## config.mk

```make
export PLATFORM = sky130hd
export DESIGN_NAME = ita_act_outbuf
export DESIGN_NICKNAME = d
export VERILOG_FILES = /design/src/rtl/ita_package.sv /design/src/rtl/ita_outbuf_fifo.sv /design/src/rtl/ita_act_outbuf.sv
export SDC_FILE = /design/constraint.sdc
export NUM_CORES = 1
export LEC_CHECK = 0
export CAP_MARGIN = 5
export CORE_ASPECT_RATIO = 0.75
export CORE_MARGIN = 4
export CORE_UTILIZATION = 30
export DETAILED_ROUTE_END_ITERATION = 10
export HOLD_SLACK_MARGIN = 0.02
export PLACE_DENSITY_LB_ADDON = 0.3
export SYNTH_ARGS = -nofsm -noshare
export SYNTH_HDL_FRONTEND = slang
export SYNTH_SLANG_ARGS = --single-unit
```

## constraint.sdc

```tcl
create_clock -name clk_i -period 4 [get_ports clk_i]
set_input_delay 0.4 -clock clk_i [delete_from_list [all_inputs] [get_ports clk_i]]
set_output_delay 0.4 -clock clk_i [all_outputs]
set_load 0.01 [all_outputs]
```

## src/rtl/ita_package.sv

```systemverilog
// Shared ITA types and constants used by the activation output buffer.
// Provides requant_oup_t, ACT_LATENCY and the buffered entry layout.
package ita_package;

  localparam int unsigned N           = 4;
  localparam int unsigned WO          = 8;
  localparam int unsigned ACT_LATENCY = 2;

  typedef logic [N-1:0][WO-1:0] requant_oup_t;

  typedef struct packed {
    requant_oup_t data;
    logic         last;
  } outbuf_entry_t;

endpackage

```

## src/rtl/ita_outbuf_fifo.sv

```systemverilog
// Circular FIFO, any DEPTH >= 2, async active-high reset.
// Ports: clk_i, rst_i, push_i/data_i, pop_i, data_o (0 when empty), count_o, empty_o.
module ita_outbuf_fifo #(
  parameter int unsigned WIDTH = 8,
  parameter int unsigned DEPTH = 4,
  parameter int unsigned CNT_W = $clog2(DEPTH + 1)
) (
  input  logic             clk_i,
  input  logic             rst_i,
  input  logic             push_i,
  input  logic [WIDTH-1:0] data_i,
  input  logic             pop_i,
  output logic [WIDTH-1:0] data_o,
  output logic [CNT_W-1:0] count_o,
  output logic             empty_o
);

  localparam int unsigned PTR_W = (DEPTH > 1) ? $clog2(DEPTH) : 1;
  localparam logic [PTR_W-1:0] LAST_PTR = PTR_W'(DEPTH - 1);

  logic [WIDTH-1:0] mem [DEPTH];
  logic [PTR_W-1:0] rd_ptr;
  logic [PTR_W-1:0] wr_ptr;
  logic [CNT_W-1:0] count;
  logic             full;
  logic             do_pop;

  assign empty_o = (count == '0);
  assign full    = (count == CNT_W'(DEPTH));
  assign do_pop  = pop_i & ~empty_o;
  assign count_o = count;
  // Gate the head so a cleared FIFO presents zero, not stale storage.
  assign data_o  = empty_o ? '0 : mem[rd_ptr];

  always_ff @(posedge clk_i or posedge rst_i) begin
    if (rst_i) begin
      rd_ptr <= '0;
      wr_ptr <= '0;
      count  <= '0;
    end else begin
      if (push_i) begin
        wr_ptr <= (wr_ptr == LAST_PTR) ? '0 : wr_ptr + 1'b1;
      end
      if (do_pop) begin
        rd_ptr <= (rd_ptr == LAST_PTR) ? '0 : rd_ptr + 1'b1;
      end
      unique case ({push_i, do_pop})
        2'b10:   count <= count + 1'b1;
        2'b01:   count <= count - 1'b1;
        default: count <= count;
      endcase
    end
  end

  always_ff @(posedge clk_i) begin
    if (push_i) begin
      mem[wr_ptr] <= data_i;
    end
  end

  a_no_overflow: assert property (
    @(posedge clk_i) disable iff (rst_i) !(push_i && full)
  );

endmodule

```

## src/rtl/ita_act_outbuf.sv

```systemverilog
// Activation output buffer: tracks issued words through the activation
// latency and parks results in a credit-protected FIFO.
// Ports: clk_i, rst_i, valid_i/last_i/ready_o (issue), act_data_i,
// valid_o/ready_i/data_o/last_o (downstream); stall_cnt_o only when
// ITA_ACT_OUTBUF_PERF_EN is defined.
module ita_act_outbuf
  import ita_package::*;
#(
  parameter int unsigned DEPTH   = 4,
  parameter int unsigned LATENCY = ACT_LATENCY
) (
  input  logic         clk_i,
  input  logic         rst_i,
  input  logic         valid_i,
  input  logic         last_i,
  output logic         ready_o,
  input  requant_oup_t act_data_i,
  output logic         valid_o,
  input  logic         ready_i,
  output requant_oup_t data_o,
  output logic         last_o
`ifdef ITA_ACT_OUTBUF_PERF_EN
  ,
  output logic [31:0]  stall_cnt_o
`endif
);

  localparam int unsigned CNT_W   = $clog2(DEPTH + 1);
  localparam int unsigned ENTRY_W = $bits(outbuf_entry_t);
  localparam logic [31:0] DEPTH_L = DEPTH;

  if (LATENCY < 1 || DEPTH < LATENCY + 1) begin : g_bad_cfg
    $fatal(1, "ita_act_outbuf: need LATENCY>=1 and DEPTH>=LATENCY+1");
  end

  logic [LATENCY-1:0] vld_pipe;
  logic [LATENCY-1:0] last_pipe;
  logic               issue;
  logic               write;
  logic               pop;
  logic               empty;
  logic [CNT_W-1:0]   count;
  logic [31:0]        occ;
  outbuf_entry_t      wr_entry;
  outbuf_entry_t      head;
  logic [ENTRY_W-1:0] head_raw;

  assign issue = valid_i & ready_o;
  assign write = vld_pipe[LATENCY-1];

  always_ff @(posedge clk_i or posedge rst_i) begin
    if (rst_i) begin
      vld_pipe  <= '0;
      last_pipe <= '0;
    end else begin
      vld_pipe  <= (vld_pipe << 1) | LATENCY'(issue);
      last_pipe <= (last_pipe << 1) | LATENCY'(issue & last_i);
    end
  end

  // Every word in flight already owns a FIFO slot, so the FIFO can
  // never overflow and ready_o needs no view of ready_i.
  assign occ     = 32'(count) + 32'($countones(vld_pipe));
  assign ready_o = occ < DEPTH_L;

  assign wr_entry.data = act_data_i;
  assign wr_entry.last = last_pipe[LATENCY-1];

  ita_outbuf_fifo #(
    .WIDTH (ENTRY_W),
    .DEPTH (DEPTH),
    .CNT_W (CNT_W)
  ) u_fifo (
    .clk_i   (clk_i),
    .rst_i   (rst_i),
    .push_i  (write),
    .data_i  (wr_entry),
    .pop_i   (pop),
    .data_o  (head_raw),
    .count_o (count),
    .empty_o (empty)
  );

  assign head    = head_raw;
  assign valid_o = ~empty;
  assign pop     = valid_o & ready_i;
  assign data_o  = head.data;
  assign last_o  = head.last;

`ifdef ITA_ACT_OUTBUF_PERF_EN
  always_ff @(posedge clk_i or posedge rst_i) begin
    if (rst_i) begin
      stall_cnt_o <= '0;
    end else if (valid_o && !ready_i && !(&stall_cnt_o)) begin
      stall_cnt_o <= stall_cnt_o + 32'd1;
    end
  end
`endif

endmodule

```

==> flow_metrics.tcl, run 1 <==
set metrics [dict create \
    outcome "complete, no violations" \
    fin_skew_ns 0.00678 \
    drt-initial-drc-count 136 \
    syn_area_um2 5560 \
    diodes 0 \
    root_buffer "clkbuf_16" \
    core_area_um2 17900 \
    dr.pass1.iters 4 \
    drive_gt1_share_pct 21.7 \
    grt_use_total_pct 10.8 \
    ys.flop_type "edfxtp_1" \
    wl_um 10400 \
    fmax_ghz 0.331 \
    rsz0062_at_grt "no" \
    worst_ep_required_time_ns 3.60 \
    postRouteAntennaNets 0 \
    setup-violations-final 0 \
    fin_util_pct 39.7 \
    dp_hpwl_um 6080 \
    dpl.cell_count 561 \
    dieArea_um2 20800 \
    ctsResizeCount 0 \
    area_growth_pct 27.9 \
    avgSynthCellArea_um2 21.6 \
    critical_path_class "reg2out" \
    globalplace.congestion 0.649 \
    clk_pin_slew_ns 0.06 \
    rr_endpoint "u_fifo.count_o[2]" \
    clock_path_buffers 2 \
    crit_path_max_incr_delay_ns 0.70 \
    clkSinkCount 143 \
    layout.cells.non_filler 593 \
    synth-seq-area-share_pct 76.2 \
    start_util_pct 31.0 \
    first_global_vias 2941 \
    period_share_pct 75.4 \
    cp_cell_sequence "buf_12 -> mux4_2 -> and2_1 -> clkdlybuf4s50_1" \
    ys_types 23 \
    yosys_register_bits 143 \
    total_power_uw 5320 \
    io_buffer_count 71 \
    hold_viol 0 \
    final_common_cell "edfxtp_1" \
    min_path_type "in2async" \
    rows 42 \
    worstPathArrival_ns 2.62 \
    cp-end-kind "primary output" \
    wire_per_inst_um 17.5 \
    grt_start_max_net_pins 36 \
    num_vias 2600 \
    maxCapViolCount 0 \
    min_period_ns 3.02 \
    drc 0 \
    slew_headroom_pct 35.3 \
    ctsHoldBuffers 0 \
    p_per_area_nw_per_um2 748 \
    ff2ff_path_depth 8 \
    r2r_start "u_fifo.count_o[0]" \
    yosysWarnings 0 \
    cts_setup_buffers 0 \
    viasPerCell 4.38 \
    maxSlewViolCount 0 \
    cp_top_family "buffers and inverters" \
    cp_slowest_cell "dfrtp_2" \
    ios 72 \
    grt_pass1_wl_um 16500 \
    async_flop_share_pct 7.69 \
    grt_overflow 0 \
    cts_made_buffers 17 \
    tightest_slew_ns 0.971 \
    crit_buf_inv 2 \
    chipHeight_um 126 \
    start_kind "flip-flop" \
    synth_nets 303 \
    synth_edf_count 132 \
    mostFrequentLayoutCells "edfxtp_1, clkdlybuf4s50_1, and2_1" \
    die_w_um 165 \
    antenna_found_initial 0 \
    fin_setup_tns_ns 0 \
    irDropWorstVdd_v 0.000244 \
    cellLeakagePower_uw 0.00237 \
    cts_tree "yes" \
    rrSetupSlack_ns 1.75 \
    h-tree-depth 4 \
    clk_latency_ns 0.42 \
    critPathMaxFanout 21 \
    synth_cells 258 \
    nets 383 \
]
-- Yosys cell counts, drive strengths merged, types with 2 or more instances --
cell | instances | area (µm²)
nor2 | 2 | 7.51
buf | 10 | 71.3
clkbuf | 2 | 7.51
xor2 | 2 | 17.5
dfrtp | 11 | 275
and2 | 39 | 246
inv | 7 | 26.3
edfxtp | 132 | 3960
mux2 | 2 | 30.0
mux4 | 33 | 743
o21ai | 2 | 10.0
or3 | 2 | 12.5
ha | 7 | 87.6
-- metrics by stage --
step | hold WS, ns | setup WS (ns) | cell area [µm²]
5_1_grt | 0.314 | 0.796 | 7110
4_1_cts | 0.289 | 0.909 | 7110
3_5_place_dp | 0.340 | 1.36 | 6530
2_1_floorplan | 0.252 | 2.06 | 5560
6_report | 0.288 | 0.983 | 7110
3_3_place_gp | 0.337 | 1.38 | 6530
-- worst max path at each step --
| stage | start | end | slack, ns | depth (start not counted) |
|---|---|---|---|---|
| 3_3_place_gp | u_fifo.rd_ptr[0] | data_o[24] | 1.38 | 4 |
| 6_report | u_fifo.rd_ptr[0] | data_o[24] | 0.98 | 4 |
| 2_1_floorplan | u_fifo.count_o[0] | u_fifo.count_o[2] | 2.06 | 9 |
| 5_1_grt | u_fifo.rd_ptr[0] | data_o[24] | 0.80 | 4 |
| 4_1_cts | u_fifo.rd_ptr[0] | data_o[24] | 0.91 | 4 |
| 3_5_place_dp | u_fifo.rd_ptr[0] | data_o[24] | 1.36 | 4 |
-- cell families (layout without fill, tap and decap cells) --
family | after synthesis | count (layout) | synth area share [%]
compound gates | 4 | 4 | 0.405
xor+xnor | 3 | 3 | 0.473
fa+ha+maj | 8 | 8 | 1.94
buf+inv | 19 | 112 | 1.89
flops | 143 | 143 | 76.2
mux | 36 | 36 | 14.1
simple gates | 45 | 45 | 4.97
-- metal layers --
metal  vias to the layer above  share of wire (%)  global-route usage [%]
li1                       1189                  -                       -
met3                        14                5.1                    3.72
met4                         0                1.4                    4.11
met1                      1340                 45                    13.5
met2                        57                 48                    17.3
met5                         -                  0                       0
-- area by class of cell --
type | instances | area, µm²
clock inverters | 15 | 159
fillers | 1640 | 10800
clock buffers | 17 | 425
well taps | 242 | 303
flip-flops and latches | 143 | 4240
repair buffers | 73 | 738
multi-input cells | 96 | 1220
inverters | 7 | 26.3
-- state kept, by name, indices dropped and copies added, names as in the netlist --
| register | cells |
|---|---|
| last_pipe | 2 |
| vld_pipe | 2 |
| u_fifo.mem | 132 |
| u_fifo.rd_ptr | 2 |
| u_fifo.count_o | 3 |
| u_fifo.wr_ptr | 2 |
-- where the power goes --
part / switching, µW / internal (µW) / leakage (µW)
clock network: 624 / 926 / 0.000286
logic: 672 / 1020 / 0.000751
registers: 195 / 1890 / 0.00133
total: 1490 / 3830 / 0.00237
Note: power is estimated with default switching activity, not from simulation.
==> inputs of run 2 (changes only) <==
==> constraint.sdc (replaced) <==
create_clock -name clk_i -period 3.1 [get_ports clk_i]
set_input_delay 0.31 -clock clk_i [delete_from_list [all_inputs] [get_ports clk_i]]
set_output_delay 0.31 -clock clk_i [all_outputs]
set_load 0.01 [all_outputs]
==> run 2 against run 1 <==
  * Non-clock buffer count is 8 higher
  * Design area is 0.58% higher
  * Core utilization is 0.23 points higher
  * Largest power group unchanged
  * Clock power is 25% higher
  * Sequential share of layout area is 0.34 points lower
  * Hold slack worse by 0.068 ns
  * Setup slack worse by 0.58 ns
  * Combinational power is 38% higher
  * Largest cell class unchanged
  * Flip-flop and latch count stayed put
  * Die area stayed put
  * Global-route usage is 0.053 points higher
==> flow_metrics.tcl, run 2 (same netlist as run 1, synthesis figures left out) <==
set metrics [dict create \
    viasPerCell 4.35 \
    start_kind "flip-flop" \
    dp_hpwl_um 6640 \
    maxCapViolCount 0 \
    clk_latency_ns 0.42 \
    grt_start_max_net_pins 23 \
    min_period_ns 2.70 \
    period_share_pct 87.2 \
    rsz0062_at_grt "no" \
    fin_skew_ns 0.0119 \
    critPathMaxFanout 21 \
    ctsResizeCount 0 \
    wl_um 10500 \
    largest_register_ff_count 132 \
    drive_gt1_share_pct 22.9 \
    p_comb_share_pct 34.2 \
    fin_setup_tns_ns 0 \
    outcome "complete, no violations" \
    h-tree-depth 4 \
    root_buffer "clkbuf_16" \
    p_switching_uw 1900 \
    min_path_type "in2async" \
    ctsHoldBuffers 0 \
    internal_power_uw 4950 \
    drc 0 \
    top_register "u_fifo.mem" \
    dieArea_um2 20800 \
    dr.pass1.iters 4 \
    grt_pass1_wl_um 16500 \
    hold_viol 0 \
    antenna_found_initial 0 \
    nets 391 \
    start_util_pct 31.0 \
    fmax_ghz 0.370 \
    postPlaceCellArea_um2 6590 \
    num_vias 2611 \
    postRouteAntennaNets 0 \
    clk_pin_slew_ns 0.06 \
    tightest_slew_ns 0.645 \
    clock_path_buffers 2 \
    cts_made_buffers 17 \
    worst_ep_required_time_ns 2.79 \
    io_buffer_count 71 \
    drt-initial-drc-count 150 \
    crit_buf_inv 2 \
    first_global_vias 2862 \
    cp-end-kind "primary output" \
    cp_slowest_cell "mux4_2" \
    clkPwrFrac_pct 28.3 \
    final_common_cell "edfxtp_1" \
    grt_use_total_pct 10.8 \
    slew_headroom_pct 57.0 \
    area_growth_pct 28.7 \
    mostFrequentLayoutCells "edfxtp_1, clkdlybuf4s50_1, and2_1" \
    crit_path_max_incr_delay_ns 0.59 \
    fillCellCount 1598 \
    rows 42 \
    irDropWorstVdd_v 0.000391 \
    critical_path_class "reg2out" \
    clkSinkCount 143 \
    fin_area_um2 7160 \
    cts_setup_buffers 0 \
    globalplace.congestion 0.648 \
    ios 72 \
    cellLeakagePower_uw 0.00241 \
    worstPathArrival_ns 2.39 \
    maxSlewViolCount 0 \
    grt_overflow 0 \
    setup-violations-final 0 \
    switching_share_pct 27.7 \
    cp_top_family "buffers and inverters" \
    diodes 0 \
    die_w_um 165 \
    chipHeight_um 126 \
    power_frac_seq_pct 37.5 \
    cp_cell_sequence "buf_4 -> mux4_2 -> and2_1 -> clkdlybuf4s50_1" \
    wire_per_inst_um 17.4 \
    core_area_um2 17900 \
    cts_tree "yes" \
    p_per_area_nw_per_um2 958 \
]
-- run 2: cell count changes in the layout (fill, tap and decap cells not counted) --
| cell | change |
|---|---|
| clkinv_2 | +1 |
| clkinvlp_4 | -1 |
| clkinv_4 | -1 |
| buf_4 | +8 |
| inv_8 | -1 |
| clkbuf_1 | +1 |
-- run 2: final cells by class --
type | count | area (µm²) | area share [%]
clock buffers | 18 | 429 | 6.00
clock inverters | 13 | 136 | 1.91
inverters | 7 | 26.3 | 0.367
multi-input cells | 96 | 1220 | 17.1
flip-flops and latches | 143 | 4240 | 59.3
well taps | 242 | 303 | 4.23
repair buffers | 81 | 798 | 11.2
-- run 2: stage by stage --
step | total power (µW) | cells | hold slack, ns | worst slack, ns | utilization (%)
finish | 6860 | 600 | 0.220 | 0.398 | 39.9
global route | 7260 | 600 | 0.275 | 0.236 | 39.9
CTS | 7000 | 600 | 0.227 | 0.322 | 39.9
detailed placement | 5030 | 569 | 0.348 | 0.767 | 36.8
global placement | 4990 | 569 | 0.345 | 0.804 | 36.8
floorplan | 3950 | 258 | 0.162 | 1.16 | -
-- run 2: layer usage --
metal  vias up  part of all wire, %  track usage (%)
li1       1198                    -                -
met1      1342                   47             14.7
met2        57                   48             16.4
met3        14                  4.4             3.49
met4         0                  1.3             3.96
met5         -                    0                0
-- run 2: power by group through the flow --
stage                     combinational, µW  clock [µW]  sequential (µW)
final                                  2340        1940             2570
after global routing                   2560        2100             2610
after CTS                              2420        2000             2580
after detailed placement               2410           0             2620
after global placement                 2390           0             2600
after floorplan                        1410           0             2540
-- run 2: worst paths after layout --
check | start | endpoint | slack, ns | depth (start not counted)
min in group clk_i | last_pipe[0] | last_pipe[1] | 0.35 | 0
max in group asynchronous | rst_i | u_fifo.rd_ptr[0] | 2.55 | 2
setup reg to reg | u_fifo.count_o[0] | u_fifo.count_o[2] | 0.86 | 8
setup / recovery | u_fifo.rd_ptr[0] | data_o[21] | 0.40 | 4
hold / removal | rst_i | u_fifo.wr_ptr[1] | 0.22 | 2
hold reg to reg | last_pipe[0] | last_pipe[1] | 0.35 | 0
